[src/rtl/risc_pkg.sv]
// Shared definitions for the 5-stage RISC pipeline: opcode map, instruction
// field positions, immediate modifier codes and operand-usage helpers.
package risc_pkg;

  localparam int NREG = 16;
  localparam logic [3:0] RA_IDX = 4'd15;

  typedef enum logic [4:0] {
    OP_ADD  = 5'd0,
    OP_SUB  = 5'd1,
    OP_MUL  = 5'd2,
    OP_DIV  = 5'd3,
    OP_MOD  = 5'd4,
    OP_CMP  = 5'd5,
    OP_AND  = 5'd6,
    OP_OR   = 5'd7,
    OP_NOT  = 5'd8,
    OP_MOV  = 5'd9,
    OP_LSL  = 5'd10,
    OP_LSR  = 5'd11,
    OP_ASR  = 5'd12,
    OP_NOP  = 5'd13,
    OP_LD   = 5'd14,
    OP_ST   = 5'd15,
    OP_BEQ  = 5'd16,
    OP_BGT  = 5'd17,
    OP_B    = 5'd18,
    OP_CALL = 5'd19,
    OP_RET  = 5'd20
  } opcode_e;

  typedef enum logic [1:0] {
    MOD_SEXT  = 2'b00,
    MOD_ZEXT  = 2'b01,
    MOD_HIGH  = 2'b10,
    MOD_SEXT2 = 2'b11
  } imm_mod_e;

  // Instruction field bit positions.
  localparam int OPC_HI = 31;
  localparam int OPC_LO = 27;
  localparam int I_BIT  = 26;
  localparam int RD_HI  = 25;
  localparam int RD_LO  = 22;
  localparam int RS1_HI = 21;
  localparam int RS1_LO = 18;
  localparam int RS2_HI = 17;
  localparam int RS2_LO = 14;
  localparam int IMM_HI = 17;
  localparam int OFF_HI = 26;

  localparam logic [31:0] NOP_WORD = {OP_NOP, 27'd0};

  // Arithmetic/logic/shift group (add .. asr).
  function automatic logic is_alu(input logic [4:0] op);
    return op <= OP_ASR;
  endfunction

  // Instructions that read the rs1 field.
  function automatic logic uses_rs1(input logic [4:0] op);
    return (is_alu(op) && op != OP_NOT && op != OP_MOV) ||
           op == OP_LD || op == OP_ST;
  endfunction

  // Register-form ALU instructions read the rs2 field.
  function automatic logic uses_rs2(input logic [4:0] op, input logic ibit);
    return is_alu(op) && !ibit;
  endfunction

  // Expand the 18-bit immediate field according to its modifier bits.
  function automatic logic [31:0] make_imm(input logic [17:0] imm);
    logic [31:0] val;
    case (imm[17:16])
      MOD_ZEXT: val = {16'h0000, imm[15:0]};
      MOD_HIGH: val = {imm[15:0], 16'h0000};
      default:  val = {{16{imm[15]}}, imm[15:0]};
    endcase
    return val;
  endfunction

endpackage

[src/rtl/register_file.sv]
// 16x32 architectural register file: three combinational read ports with
// write-through bypass, one synchronous write port, synchronous clear.
module register_file
  import risc_pkg::*;
(
  input  logic        clk,
  input  logic        rst_n,
  input  logic        we,
  input  logic [3:0]  wr_idx,
  input  logic [31:0] wr_data,
  input  logic [3:0]  rd_idx_a,
  input  logic [3:0]  rd_idx_b,
  input  logic [3:0]  rd_idx_c,
  output logic [31:0] rd_data_a,
  output logic [31:0] rd_data_b,
  output logic [31:0] rd_data_c
);

  logic [31:0] regs [NREG];

  // Register storage: cleared on reset, otherwise one write per cycle.
  always_ff @(posedge clk) begin
    if (!rst_n) begin
      // NOTE: the architecture defines every register as zero after reset, so
      // this array is cleared explicitly; it is small enough to live in flops.
      for (int i = 0; i < NREG; i++) begin
        regs[i] <= '0;
      end
    end else if (we) begin
      // NOTE: sequential state uses non-blocking assignment so every flop
      // samples pre-edge values regardless of statement order.
      regs[wr_idx] <= wr_data;
    end
  end

  // Read ports return the value being written this cycle when indices match.
  always_comb begin
    rd_data_a = (we && wr_idx == rd_idx_a) ? wr_data : regs[rd_idx_a];
    rd_data_b = (we && wr_idx == rd_idx_b) ? wr_data : regs[rd_idx_b];
    rd_data_c = (we && wr_idx == rd_idx_c) ? wr_data : regs[rd_idx_c];
  end

endmodule

[src/rtl/of_stage.sv]
// Operand-fetch stage: decodes the IF instruction, reads operands, builds
// immediates and branch targets, detects load-use hazards and fills the
// OF/EX pipeline latch.
module of_stage
  import risc_pkg::*;
(
  input  logic        Clk,
  input  logic        Rst_n,
  input  logic [31:0] If_pc,
  input  logic [31:0] If_instruction,
  input  logic        If_valid,
  input  logic        IsBranchTaken,
  input  logic        Rw_we,
  input  logic [3:0]  Rw_rd,
  input  logic [31:0] Rw_data,
  output logic        Stall,
  output logic        Of_valid,
  output logic [31:0] Of_pc,
  output logic [31:0] Of_instruction,
  output logic [4:0]  Of_opcode,
  output logic [3:0]  Of_rd,
  output logic [31:0] Of_op1,
  output logic [31:0] Of_op2,
  output logic [31:0] Of_store_val,
  output logic [31:0] Of_branch_target
);

  logic [4:0]  opcode;
  logic        ibit;
  logic [3:0]  rd;
  logic [3:0]  rs1;
  logic [3:0]  rs2;
  logic [17:0] imm;
  logic [26:0] offset;
  logic        is_ret;
  logic        legal;
  logic [3:0]  idx_a;
  logic [31:0] val_a;
  logic [31:0] val_b;
  logic [31:0] val_c;
  logic [31:0] op2_val;
  logic [31:0] target;
  logic        src_hit;
  logic        hazard;

  assign opcode = If_instruction[OPC_HI:OPC_LO];
  assign ibit   = If_instruction[I_BIT];
  assign rd     = If_instruction[RD_HI:RD_LO];
  assign rs1    = If_instruction[RS1_HI:RS1_LO];
  assign rs2    = If_instruction[RS2_HI:RS2_LO];
  assign imm    = If_instruction[IMM_HI:0];
  assign offset = If_instruction[OFF_HI:0];

  assign is_ret = (opcode == OP_RET);
  assign legal  = (opcode <= OP_RET);

  // ret reads the return-address register through the rs1 port.
  assign idx_a = is_ret ? RA_IDX : rs1;

  register_file u_register_file (
    .clk       (Clk),
    .rst_n     (Rst_n),
    .we        (Rw_we),
    .wr_idx    (Rw_rd),
    .wr_data   (Rw_data),
    .rd_idx_a  (idx_a),
    .rd_idx_b  (rs2),
    .rd_idx_c  (rd),
    .rd_data_a (val_a),
    .rd_data_b (val_b),
    .rd_data_c (val_c)
  );

  assign op2_val = ibit ? make_imm(imm) : val_b;

  // Word offset, sign-extended; the add wraps modulo 2^32.
  assign target = If_pc + {{3{offset[26]}}, offset, 2'b00};

  // Load-use detection against the load currently held in the latch.
  always_comb begin
    // NOTE: every combinational output gets a default first so no path can
    // leave it unassigned and infer a latch.
    src_hit = 1'b0;
    hazard  = 1'b0;
    if (uses_rs1(opcode) && rs1 == Of_rd)         src_hit = 1'b1;
    if (uses_rs2(opcode, ibit) && rs2 == Of_rd)   src_hit = 1'b1;
    if (opcode == OP_ST && rd == Of_rd)           src_hit = 1'b1;
    if (is_ret && RA_IDX == Of_rd)                src_hit = 1'b1;
    hazard = Of_valid && (Of_opcode == OP_LD) && If_valid && src_hit;
  end

  // A taken branch squashes the stage, so it never needs IF held.
  assign Stall = hazard && !IsBranchTaken;

  // OF/EX latch: reset, then flush, then bubble, then normal capture.
  always_ff @(posedge Clk) begin
    if (!Rst_n) begin
      Of_valid         <= 1'b0;
      Of_pc            <= '0;
      Of_instruction   <= '0;
      Of_opcode        <= OP_NOP;
      Of_rd            <= '0;
      Of_op1           <= '0;
      Of_op2           <= '0;
      Of_store_val     <= '0;
      Of_branch_target <= '0;
    end else if (IsBranchTaken || hazard) begin
      Of_valid       <= 1'b0;
      Of_opcode      <= OP_NOP;
      Of_instruction <= NOP_WORD;
    end else begin
      Of_valid         <= If_valid && legal;
      Of_pc            <= If_pc;
      Of_instruction   <= If_instruction;
      Of_opcode        <= legal ? opcode : OP_NOP;
      Of_rd            <= rd;
      Of_op1           <= val_a;
      Of_op2           <= op2_val;
      Of_store_val     <= val_c;
      Of_branch_target <= target;
    end
  end

endmodule

[config.mk]
export PLATFORM = sky130hd
export DESIGN_NAME = of_stage
export DESIGN_NICKNAME = d
export VERILOG_FILES = /design/src/rtl/risc_pkg.sv /design/src/rtl/register_file.sv /design/src/rtl/of_stage.sv
export SDC_FILE = /design/constraint.sdc
export NUM_CORES = 2
export LEC_CHECK = 0
export CELL_PAD_IN_SITES_DETAIL_PLACEMENT = 0
export CELL_PAD_IN_SITES_GLOBAL_PLACEMENT = 1
export CORE_MARGIN = 10
export CORE_UTILIZATION = 44
export DETAILED_ROUTE_END_ITERATION = 8
export PLACE_DENSITY = 0.77
export SYNTH_ARGS = -nofsm -noshare
export SYNTH_HDL_FRONTEND = slang
export SYNTH_HIERARCHICAL = 1
export SYNTH_SLANG_ARGS = --single-unit
export TNS_END_PERCENT = 10
[constraint.sdc]
create_clock -name Clk -period 4 [get_ports Clk]
set_input_delay 0.6 -clock Clk [delete_from_list [all_inputs] [get_ports Clk]]
set_output_delay 0.6 -clock Clk [all_outputs]
set_load 0.01 [all_outputs]
## Word-level counts from Yosys, hierarchy flattened

Memory sizes are Yosys's and may differ from the RTL's. A register that Yosys moved wholly into a read port is not among the register bits.
Cells that the tools add are included.

- Register bits: 138
- Latch bits: 0
- Memory bits (writable): 512
- Memory bits (read-only): 0
- Input bits: 105
- Word-level logic and storage cells: 68
- Memories kept: 1

Memory list:

| memory | depth | bits a word | read ports | clocked after memory_dff | wr ports | line | source |
|---|---|---|---|---|---|---|---|
| u_register_file.regs | 16 | 32 | 3 | 2 | 16 | register_file.sv:19 | `logic [31:0] regs [NREG];` |

- Add/sub/neg operators: 1
- Multipliers: 0
- Divide/modulo/power cells: 0
- Order comparisons: 2
- Equal/unequal tests: 13
- Shift-type cells: 0
- Multiplexer cells: 16
- Bitwise gates (word level): 2
- Reduce and logical (&&, ||, !) cells: 25

Operator list:

| kind | number |
|---|---|
| 32-bit two-way mux | 3 |
| 32-bit case mux with 2 select lines | 1 |
| 32-bit adder | 1 |
| 32-bit OR reduction | 1 |
| 31-bit two-way mux | 1 |
| 4-bit equality test | 4 |
| 5-bit by 4-bit equality test with 1-bit output (second input constant) | 3 |
| 1-bit logical AND | 13 |
| 5-bit by 4-bit != test with 1-bit output (second input constant) | 2 |
| 1-bit two-way mux | 9 |
| 4-bit two-way mux | 2 |
| 1-bit zero test | 6 |
| 5-bit equality test (second input constant) | 1 |
| 5-bit by 4-bit <= comparator with 1-bit output (second input constant) | 1 |
| 5-bit <= comparator (second input constant) | 1 |
| 4-bit equality test (first input constant) | 1 |
| 1-bit logical OR | 3 |
| 3-bit OR reduction | 1 |
| 2-bit by 1-bit equality test with 1-bit output (second input constant) | 1 |
| 2-bit equality test (second input constant) | 1 |
| 1-bit inverter | 2 |
| 2-bit OR reduction | 1 |

## Longest topological paths before layout

- Depth in word-level cells: 13
- Depth in mapped cells: 13
- Gate-level depth less buffers: 10

## Modules after synthesis

The synthesis kept the hierarchy.

By module, submodules not included:

| module | instances | cells each | area an instance (µm²) |
|---|---|---|---|
| register_file | 1 | 2082 | 31494.0 |
| of_stage | 1 | 1137 | 9130.0 |

## Worst setup path before layout

OpenSTA, ideal clock, no wires.

- Path type: input to register
- Start: in Rw_rd[2]
- End: mem u_register_file.regs[3][0] (enable)
- Arrival: 3610 ps
- Required time: 3534 ps
- Path slack: -76 ps
- Stages on the path: 4
- Path buffers: 2
- Cell sequence: clkbuf_1 > or3_1 > clkbuf_1 > o21ai_0

RTL lines:

| element | line | source |
|---|---|---|
| start: declaration | of_stage.sv:14 | `input logic [3:0] Rw_rd,` |
| end: declaration | register_file.sv:19 |  |

## Worst setup path after layout

- Start: in If_instruction[31]
- End: out Stall

- Word-level cells in the longest chain between the ends: 12
- Elaborated cells on any way between the ends: 21
- Those cells by class: order compare (1); eq/ne (5); mux (4); reduce/logical (11)

RTL lines:

| element | line | source |
|---|---|---|
| start: declaration | of_stage.sv:10 | `input logic [31:0] If_instruction,` |
| 5-bit by 4-bit <= comparator with 1-bit output / 5-bit by 4-bit != test with 1-bit output (equally long branches) | risc_pkg.sv:56, risc_pkg.sv:61 |  |
| 1-bit logical AND (2 in series) | risc_pkg.sv:61 | `return (is_alu(op) && op != OP_NOT && op != OP_MOV) \|\|` |
| 1-bit logical OR | risc_pkg.sv:61 |  |
| 1-bit logical OR | risc_pkg.sv:62 | `op == OP_LD \|\| op == OP_ST;` |
| 1-bit logical AND | of_stage.sv:85 | `if (uses_rs1(opcode) && rs1 == Of_rd) src_hit = 1'b1;` |
| 1-bit two-way mux | of_stage.sv:85 |  |
| 1-bit two-way mux | of_stage.sv:86 | `if (uses_rs2(opcode, ibit) && rs2 == Of_rd) src_hit = 1'b1;` |
| 1-bit two-way mux | of_stage.sv:87 | `if (opcode == OP_ST && rd == Of_rd) src_hit = 1'b1;` |
| 1-bit two-way mux * | of_stage.sv:88 | `if (is_ret && RA_IDX == Of_rd) src_hit = 1'b1;` |
| 1-bit logical AND * | of_stage.sv:89 | `hazard = Of_valid && (Of_opcode == OP_LD) && If_valid && src_hit;` |
| 1-bit logical AND * | of_stage.sv:93 | `assign Stall = hazard && !IsBranchTaken;` |
| end: declaration | of_stage.sv:16 | `output logic Stall,` |

Mark *: on every way between the ends. The rest lies on a longest branch, timed or not.

==> results by group <==
GRT
  • Gr usage total: 27.4%
  • Largest net degree at the start of global routing: 103
  • Gr ovfl total: 0
  • First-pass GRT wire length: 210,000 um
  • Vias in the first global route: 29,800
  • Initial antenna violation count: 11

Die
  • Full die area: 0.105 mm2
  • Die Ht: 324 um
  • Core area: 0.0917 mm2
  • # rows: 111
  • Num ports: 308
  • Initial core utilization: 44.3%
  • Die Wd: 324 um

Logic synthesis
  • Post-Synthesis Cells: 3,219
  • FFs w/ async S/R, synth: 0%
  • Post-Synthesis Cell Area: 0.0406 mm2
  • Register area share after synthesis: 47.7%
  • Main synth FF type: edfxtp_1
  • Syn avg cell area: 12.6 um2
  • Post-synth EDFFs: 512
  • Syn_nets: 3,356
  • FF+latch count, synth: 712
  • Yosys warning total: 6
  • Netlist cell types: 67

Clocking
  • Postcts setup bufs: 0
  • Clock sinks: 712
  • Clk buf depth: 3
  • Clock transition at the registers of the reported paths: 0.06 ns
  • Clk root buf: clkbuf_16
  • Clk Latency, worst-skew pair: 0.64 ns
  • TritonCTS clock tree: yes
  • Hold buffer count at cts: 0
  • CTS Buf Count: 80
  • H-tree levels: 3
  • Gates resized, CTS repair: 0

Worst setup path
  • CP endpoint kind: output pin
  • Setup Crit Path Kind: primary input to output pin
  • CP Max Fanout: 7
  • CP startpoint: If_instruction[31]
  • Critical Path AT: 3.00 ns
  • Reg2reg setup slack: 1.53 ns
  • FF-to-FF path depth: 8
  • Reg2reg end: Of_pc[11]
  • CP required: 3.40 ns
  • Startpoint types: primary input
  • CP endpoint: Stall
  • Start of the worst register-to-register path: Of_rd[0]

Hold path
  • Hold_sp: If_instruction[23]
  • Worst Hold Class: primary input to flop

STA
  • Final Hold Viols: 0
  • Worst-Margin Slew: 1.32 ns
  • Slew Limit Headroom: 11.9%
  • Fmax: 0.278 GHz
  • RSZ-0062 raised after global routing: false
  • Final number of setup-violating endpoints: 0
  • Fin crit share: 90.0%
  • Fin Clk Skew: 0.0181 ns
  • Setup slack after layout: 0.400 ns
  • Minimum clock period: 3.60 ns
  • Final Max Tran Viols: 0

Placement
  • HPWL Detailed: 93,900 um
  • Final Wtd Congestion: 0.876
  • Place WS: 0.296 ns
  • Port buffer count: 307

Pwr
  • VDD IR max: 265 uV
  • Combinational share of power: 18.2%
  • Clock Power Share: 38.3%
  • P_int: 14.6 mW
  • Sequential share of power: 43.5%
  • Lkg Pwr: 17.2 nW
  • Switching part of the total: 27.1%
  • Pwr Density: 414 mW/mm2
  • Sw Pwr: 5.44 mW

Detailed routing
  • Initial DRT Pass Iterations: 5
  • WL per Instance: 31.2 um
  • Via count: 30,100
  • Final ANT Viol Nets: 0
  • Vias/cell: 6.39
  • Number of remaining DRC errors: 0
  • Drt total wl: 147,000 um
  • Iter 0 DRT Violations: 3,720

Flow run
  • Max-cap viol count: 0

Cells and area
  • Final core area utilization: 53.0%
  • Synthesis-to-finish area growth: 19.5%
  • Share of cells above drive strength 1: 24.0%
  • Fin nets: 3,593

Outcome
  • Status: finished clean
## per-stage QoR
step,cells,setup TNS (ns),power [mW],instance area (um2),hold slack (ns)
after floorplan,3219,-6.92,10.9,40600,0.476
after global placement,4560,0,12.5,45800,0.442
after detailed placement,4560,0,12.5,45800,0.445
after CTS,4708,0,20.1,48500,0.283
after global routing,4710,0,20.7,48500,0.328
final,4713,0,20.1,48500,0.319
## layer usage
| layer | vias up | global-route usage, % | routed length, um |
|---|---|---|---|
| met1 | 15200 | 34.3 | 53600 |
| met5 | - | 0 | 21 |
| met4 | 4 | 13.9 | 7860 |
| li1 | 12700 | - | - |
| met3 | 402 | 5.96 | 15300 |
| met2 | 1818 | 44.7 | 70300 |
## worst min-delay path by stage
| stage | end | slack [ns] | cells past startpoint |
|---|---|---|---|
| floorplan | Of_branch_target[6] | 0.48 | 2 |
| global placement | Of_branch_target[9] | 0.44 | 2 |
| detailed placement | Of_branch_target[9] | 0.45 | 2 |
| CTS | Of_rd[1] | 0.28 | 3 |
| global route | Of_instruction[23] | 0.33 | 2 |
| finish | Of_rd[1] | 0.32 | 3 |
## sequential cells by signal, indices dropped and copies added (netlist names)
register              flops
Of_store_val             32
Of_rd                     4
u_register_file/regs    512
Of_branch_target         30
Of_op2                   32
Of_op1                   32
Of_opcode                 5
Of_instruction           32
Of_pc                    32
Of_valid                  1
## logic make-up after synthesis
logic type	synth area share, %
adder cells (fa/ha/maj)	1.00
AND/OR/NAND/NOR	14.5
multiplexers	24.1
flip-flops	47.7
XOR/XNOR	0.884
AO/OA/AOI/OAI	8.28
buffers and inverters	3.55
## critical path, stage by stage
cell and delay [ns]:
clkdlybuf4s50_1 0.48, buf_4 0.19, or3_1 0.36, a211o_1 0.34, nand2_1 0.09, a311oi_1 0.04, nor3b_1 0.29, clkdlybuf4s50_1 0.60
## synth_stat cells, drive strengths merged, types with 2 or more instances
cell | n | share of area [%]
clkbuf | 199 | 1.8
a221o | 2 | 0.049
a21oi | 180 | 2.2
a311oi | 3 | 0.095
a22oi | 188 | 3.5
a31oi | 5 | 0.11
nor3b | 3 | 0.055
o211a | 2 | 0.049
a211o | 5 | 0.11
nand3 | 18 | 0.22
o31ai | 6 | 0.11
nor2b | 9 | 0.14
or3 | 7 | 0.11
xor2 | 21 | 0.45
edfxtp | 512 | 38
a221oi | 17 | 0.37
o21a | 3 | 0.055
o211ai | 24 | 0.44
nor3 | 32 | 0.54
nor4 | 5 | 0.12
buf | 110 | 1.6
o22ai | 2 | 0.031
a21o | 9 | 0.17
and2 | 518 | 8.0
nand4b | 4 | 0.086
a2111o | 3 | 0.083
inv | 11 | 0.10
a211oi | 6 | 0.14
nand2b | 14 | 0.22
and3 | 31 | 0.48
nor2 | 77 | 0.71
nand2 | 386 | 3.6
or2 | 2 | 0.031
a31o | 2 | 0.043
dfxtp | 200 | 9.9
xnor2 | 20 | 0.43
nand4 | 9 | 0.14
mux4 | 386 | 21
mux2 | 97 | 2.7
o21ai | 46 | 0.57
ha | 31 | 0.95
## layout make-up
class | instances | area [um2]
flip-flops and latches | 712 | 19400
clock inverters | 43 | 409
multi-input cells | 2186 | 20100
well taps | 1186 | 1480
clock buffers | 105 | 2300
diodes | 5 | 12.5
repair buffers | 464 | 4780
fillers | 7647 | 43100
inverters | 12 | 50.0
## power groups by stage
stage | Clock [mW] | Combinational, mW | Sequential, mW
after CTS | 7.76 | 3.64 | 8.72
final | 7.68 | 3.66 | 8.74
after floorplan | 0 | 2.04 | 8.86
after detailed placement | 0 | 3.62 | 8.87
after global placement | 0 | 3.61 | 8.84
after global routing | 8.07 | 3.85 | 8.78
## layout by cell type (no fill, tap or decap), types with 7 or more instances in the layout
cell type        count
buf_12              42
nor2_1              62
and3_1              31
o21ai_0             33
xnor2_1             20
nand3_1             18
o211ai_1            24
a21o_1               9
mux2_2              97
nor2_2              12
o21ai_4             12
edfxtp_1           512
a221oi_1            17
nor3_2              14
nor3_1              17
bufinv_16            7
and2_1             516
dfxtp_1            200
clkbuf_8             8
nand4_1              9
xor2_1              21
ha_1                31
or3_1                7
mux4_2             386
buf_4              116
inv_1               10
a21oi_1            180
clkinv_2            22
nand2_1            386
clkbuf_16           87
nand2b_1             8
clkdlybuf4s50_1    302
a22oi_1            188
clkbuf_1            12
(Power assumes the default switching activity.)
